`src/rtl/srl_test_pkg.sv`:
```
// Shared types and constants for the SRL stimulus sequencer.
// Holds the sequencer state encoding and the LFSR polynomial.
package srl_test_pkg;

  typedef enum logic [1:0] {
    ST_IDLE,
    ST_FILL,
    ST_SWEEP,
    ST_DONE
  } state_t;

  localparam logic [31:0] LFSR_MASK         = 32'h80200003;
  localparam logic [31:0] LFSR_SEED_DEFAULT = 32'hACE11234;

  // Galois right-shift step: the mask is folded in when the outgoing bit is 1.
  function automatic logic [31:0] lfsr_step(input logic [31:0] s);
    return (s >> 1) ^ (s[0] ? LFSR_MASK : 32'h0);
  endfunction

endpackage

```
`src/rtl/srl_lfsr32.sv`:
```
// 32-bit Galois LFSR; lsb is the bit to be consumed, step advances by one.
// Only reset reseeds it, so successive rounds and runs see fresh bits.
module srl_lfsr32
  import srl_test_pkg::*;
#(
  parameter logic [31:0] SEED = LFSR_SEED_DEFAULT
) (
  input  logic clk,
  input  logic rst,
  input  logic step,
  output logic lsb
);

  logic [31:0] state;

  always_ff @(posedge clk) begin
    if (rst) begin
      state <= SEED;
    end else if (step) begin
      state <= lfsr_step(state);
    end
  end

  assign lsb = state[0];

endmodule

```
`src/rtl/srl_stim_seq.sv`:
```
// Stimulus sequencer and checker for a slice of SRLC32E shift registers sharing CE/D/A.
// Fills the SRLs from an LFSR, mirrors them in a shadow register and sweeps A comparing every lane.
//
// Handshake: START is a level. In IDLE, START=1 starts a run at the next edge; BUSY stays
// high for the whole FILL/SWEEP run; DONE stays high until START is seen low, then IDLE.
module srl_stim_seq
  import srl_test_pkg::*;
#(
  parameter int          DEPTH     = 32,
  parameter int          ADDR_W    = 5,
  parameter int          LANES     = 4,
  parameter int          HOLD      = 2,
  parameter int          ROUNDS    = 4,
  parameter logic [31:0] LFSR_SEED = LFSR_SEED_DEFAULT
) (
  input  logic              CLK,
  input  logic              RST,
  input  logic              START,
  input  logic [LANES-1:0]  Q_IN,
  output logic              CE,
  output logic              D,
  output logic [ADDR_W-1:0] A,
  output logic              BUSY,
  output logic              DONE,
  output logic              ERR,
  output logic [LANES-1:0]  ERR_LANES,
  output logic [7:0]        ROUND,
  output state_t            dbg_state
);

  localparam int HW = (HOLD > 1) ? $clog2(HOLD) : 1;

  state_t            state;
  logic [ADDR_W-1:0] fill_cnt;
  logic [HW-1:0]     hold_cnt;
  logic [DEPTH-1:0]  shadow;
  logic              lfsr_bit;
  logic              load_bit;
  logic              last_fill;
  logic              last_hold;
  logic              last_addr;
  logic              more_rounds;
  logic [LANES-1:0]  mismatch;

  assign last_fill   = (fill_cnt == ADDR_W'(DEPTH - 1));
  assign last_hold   = (hold_cnt == HW'(HOLD - 1));
  assign last_addr   = (A == ADDR_W'(DEPTH - 1));
  assign more_rounds = (ROUND < 8'(ROUNDS - 1));
  assign mismatch    = Q_IN ^ {LANES{shadow[A]}};
  assign dbg_state   = state;

  // The LFSR advances exactly when a new bit is registered onto D.
  always_comb begin
    load_bit = 1'b0;
    case (state)
      ST_IDLE:  load_bit = START;
      ST_FILL:  load_bit = !last_fill;
      ST_SWEEP: load_bit = last_hold && last_addr && more_rounds;
      default:  load_bit = 1'b0;
    endcase
  end

  srl_lfsr32 #(
    .SEED (LFSR_SEED)
  ) u_lfsr (
    .clk  (CLK),
    .rst  (RST),
    .step (load_bit),
    .lsb  (lfsr_bit)
  );

  always_ff @(posedge CLK) begin
    if (RST) begin
      state     <= ST_IDLE;
      CE        <= 1'b0;
      D         <= 1'b0;
      A         <= '0;
      BUSY      <= 1'b0;
      DONE      <= 1'b0;
      ERR       <= 1'b0;
      ERR_LANES <= '0;
      ROUND     <= '0;
      shadow    <= '0;
      fill_cnt  <= '0;
      hold_cnt  <= '0;
    end else begin
      // Same edge and same CE/D the SRLs see, so shadow tracks their contents.
      if (CE) begin
        shadow <= {shadow[DEPTH-2:0], D};
      end
      case (state)
        ST_IDLE: begin
          CE <= 1'b0;
          if (START) begin
            state     <= ST_FILL;
            BUSY      <= 1'b1;
            CE        <= 1'b1;
            D         <= lfsr_bit;
            fill_cnt  <= '0;
            ERR       <= 1'b0;
            ERR_LANES <= '0;
            ROUND     <= '0;
          end
        end
        ST_FILL: begin
          if (last_fill) begin
            state    <= ST_SWEEP;
            CE       <= 1'b0;
            A        <= '0;
            hold_cnt <= '0;
          end else begin
            fill_cnt <= fill_cnt + 1'b1;
            D        <= lfsr_bit;
          end
        end
        ST_SWEEP: begin
          if (last_hold) begin
            // Q_IN has settled for this address by the last hold cycle.
            if (|mismatch) begin
              ERR <= 1'b1;
            end
            ERR_LANES <= ERR_LANES | mismatch;
            hold_cnt  <= '0;
            if (last_addr) begin
              A <= '0;
              if (more_rounds) begin
                state    <= ST_FILL;
                ROUND    <= ROUND + 8'd1;
                CE       <= 1'b1;
                D        <= lfsr_bit;
                fill_cnt <= '0;
              end else begin
                state <= ST_DONE;
                BUSY  <= 1'b0;
                DONE  <= 1'b1;
              end
            end else begin
              A <= A + 1'b1;
            end
          end else begin
            hold_cnt <= hold_cnt + 1'b1;
          end
        end
        ST_DONE: begin
          if (!START) begin
            state <= ST_IDLE;
            DONE  <= 1'b0;
          end
        end
        default: state <= ST_IDLE;
      endcase
    end
  end

endmodule

```
`config.mk`:
```
export PLATFORM = sky130hd
export DESIGN_NAME = srl_stim_seq
export DESIGN_NICKNAME = d
export VERILOG_FILES = /design/src/rtl/srl_test_pkg.sv /design/src/rtl/srl_lfsr32.sv /design/src/rtl/srl_stim_seq.sv
export SDC_FILE = /design/constraint.sdc
export NUM_CORES = 1
export LEC_CHECK = 0
export ABC_AREA = 1
export CORE_MARGIN = 2
export CORE_UTILIZATION = 35
export DETAILED_ROUTE_END_ITERATION = 12
export HOLD_SLACK_MARGIN = 0.03
export PLACE_DENSITY = 0.56
export SETUP_SLACK_MARGIN = 0.15
export SYNTH_ARGS = -nofsm -noshare
export SYNTH_HDL_FRONTEND = slang
export SYNTH_HIERARCHICAL = 1
export SYNTH_SLANG_ARGS = --single-unit
```
`constraint.sdc`:
```
create_clock -name CLK -period 2.4 [get_ports CLK]
set_input_delay 0.48 -clock CLK [delete_from_list [all_inputs] [get_ports CLK]]
set_output_delay 0.48 -clock CLK [all_outputs]
set_load 0.05 [all_outputs]
```
==> results.cfg <==
[place]
hpwl_um = 5700
io_buffer_count = 30
routabilityCongestion = 0.869

[die]
initial_utilization_pct = 35.8
io_pins = 31
dieArea_mm2 = 0.0125
die_w_um = 112
core_area_mm2 = 0.0114
die_h_um = 112
rows = 39

[global_routing]
antenna_found_initial = 0
grt.overflow.total = 0
use_met3_pct = 4.41
grt_pass1_vias = 3310
grt_use_total_pct = 14.4
grtUsageMet2_pct = 24.2
busiest_layer = met2
grt_pass1_wl_um = 14800
use_met1_pct = 17.5
grt_max_degree = 54

[power]
leakagePower_nw = 1.98
vdd_drop_max_mv = 0.562
power_density_mw_per_mm2 = 1250

[logic_synthesis]
synth_ff_type = dfxtp_1
syn_inst = 550
ys_types = 34
synth.area.top_cells = dfxtp_1, nand2_1, o21ai_0
syn_nets = 566
ys_seq_elements = 94
netlist_area_mm2 = 0.00407
ys_warn_count = 6
async_reset_ff_share_pct = 0
synth_area_leader_cell = dfxtp_1
postSynthAreaPerCell_um2 = 7.39
synth-edff-count = 0
yosysSeqAreaShare_pct = 46.3
yosysTopAreaCellShare_pct = 46.3

[sta]
finalMaxSlewViolations = 0
max_slew.worst_pin.slew_ps = 507
finalSetupTns_ps = 0
fin_skew_ps = 7.08
rsz0062_at_grt = false
min_period_over_period_pct = 90.4
maxSlewHeadroom_pct = 66.1
max_freq_ghz = 0.461
setup_viol = 0
finalHoldViolations = 0
fin_crit_ps = 2170

[critical_path]
start_kind = flop
critPathArrivalTime_ps = 1690
critPathRequiredTime_ps = 1920
critPathMaxFanout = 10
worst-setup-path-type = reg2out
cp-end-kind = output pin

[clock_network]
cts_hold_buf = 0
cts_made_buffers = 9
cts.sinks = 94
path_clk_slew_ps = 70
cts.path.max_buffers = 2
clk_latency_ps = 340
htree_num_levels = 3
tritoncts = done
clockRootBuffer = clkbuf_16

[finish]
nets = 592
syn_to_final_growth_pct = 18.7
drive_gt1_share_pct = 10.9
n_fill_cell = 1169
n_antenna_cell = 0
post-route-util_pct = 42.4

[job]
cap_viol_max_count = 0

[routing]
drc = 0
viasPerCell = 4.78
routedWlPerCell_um = 11.9
drt_wl_total_um = 8590
drt_iter0_drc = 244
num_vias = 3455
dr.pass1.iters = 4
drtAntennaViolNets = 0

[worst_hold_path]
hold_class = reg2reg

[run_status]
outcome = completed
## cells by family after synthesis
family,synth area share (%)
adders and majority gates,2.77
and+or+nand+nor,25.2
DFF,46.3
buffers and inverters,9.45
xor gates and xnor gates,0.646
AOI/OAI and AO/OA,15.6
## sequential cells by signal, summed over array words and instances (netlist names)
name and count:
shadow 32, u_lfsr/state 32, ROUND 8, A 5
fill_cnt 5, ERR_LANES 4, dbg_state 2, BUSY 1
CE 1, D 1, DONE 1, ERR 1
hold_cnt 1
## cell usage in the layout (no fill, tap or decap), drive strengths merged
cell type	netlist	layout
dlygate4sd2	0	1
inv	61	63
ha	9	9
nand4	4	4
o31ai	2	2
xor2	3	3
o21ai	64	64
clkinv	6	8
nor4	1	1
o211ai	2	2
dfxtp	94	94
and3	1	1
bufinv	0	1
nand2	96	96
or2	4	4
nand3	48	48
clkbuf	12	9
nand3b	3	3
nor3	4	4
a21oi	53	53
clkinvlp	0	1
o311a	1	1
nor2	70	70
buf	12	10
clkdlybuf4s50	0	28
## layer usage
| layer | vias to the layer above | routed length (um) |
|---|---|---|
| li1 | 1838 | - |
| met1 | 1564 | 4100 |
| met2 | 45 | 4040 |
| met3 | 8 | 337 |
| met4 | 0 | 115 |
| met5 | - | 0 |
## Yosys cell counts (2+ instances only)
master    instances
nand3_4           2
buf_6             2
nand2_2           2
inv_1            49
a21oi_1          52
o21ai_1           8
o31ai_1           2
or2_2             3
nand3_2           4
nor3_1            4
clkinv_2          5
nand3_1          42
nand2_1          94
buf_2             7
buf_4             3
inv_2            12
nand3b_1          3
xor2_1            3
nand4_1           4
clkbuf_1         11
o21ai_0          56
nor2_1           67
ha_1              9
nor2_2            3
dfxtp_1          94
## power by group
part / leakage (nW) / switching, W / internal [W]
Clock: 0.144 / 0.000619 / 0.000812
Sequential: 0.774 / 0.000271 / 0.00208
Combinational: 1.06 / 0.00149 / 0.000769
Total: 1.98 / 0.00238 / 0.00366
## per-stage QoR
step | worst slack, ps | instance area [um2] | std cells | total power, W | hold slack [ps]
floorplan | 157 | 4070 | 550 | 0.00412 | 429
global placement | 341 | 4500 | 708 | 0.00455 | 438
detailed placement | 282 | 4500 | 708 | 0.00460 | 440
CTS | 208 | 4800 | 723 | 0.00606 | 451
global route | 177 | 4820 | 723 | 0.00653 | 470
finish | 231 | 4820 | 723 | 0.00604 | 449
## cell type report
type,count,area [um2],share of cell area (%)
multi-input cells,365,1820,37.6
repair buffers,39,389,8.07
clock buffers,9,225,4.67
well taps,143,179,3.71
inverters,67,260,5.39
clock inverters,6,71.3,1.48
flip-flops and latches,94,1880,39.1
## what timing repair did
item                       in CTS  in global routing
gates cloned                    0                  0
setup endpoints to repair       1                 33
setup buffers                   0                  0
gates resized for setup         1                  8
## worst paths after layout
path,cells after the start,to,slack (ps),from
worst max-delay path,2,A[1],230,A[1]$_SDFFE_PP0P_
worst min-delay path,2,ERR_LANES[3]$_SDFFE_PP0P_,450,ERR_LANES[3]$_SDFFE_PP0P_
worst max register to register,13,fill_cnt[3]$_SDFFE_PP0P_,410,A[1]$_SDFFE_PP0P_
worst min register to register,2,ERR_LANES[3]$_SDFFE_PP0P_,450,ERR_LANES[3]$_SDFFE_PP0P_
## worst max-delay path, cell delays in order, from the launching register on
cell and delay [ps]:
dfxtp_1 330, buf_4 190, clkdlybuf4s50_1 820
Note: power is estimated with default switching activity, not from simulation.
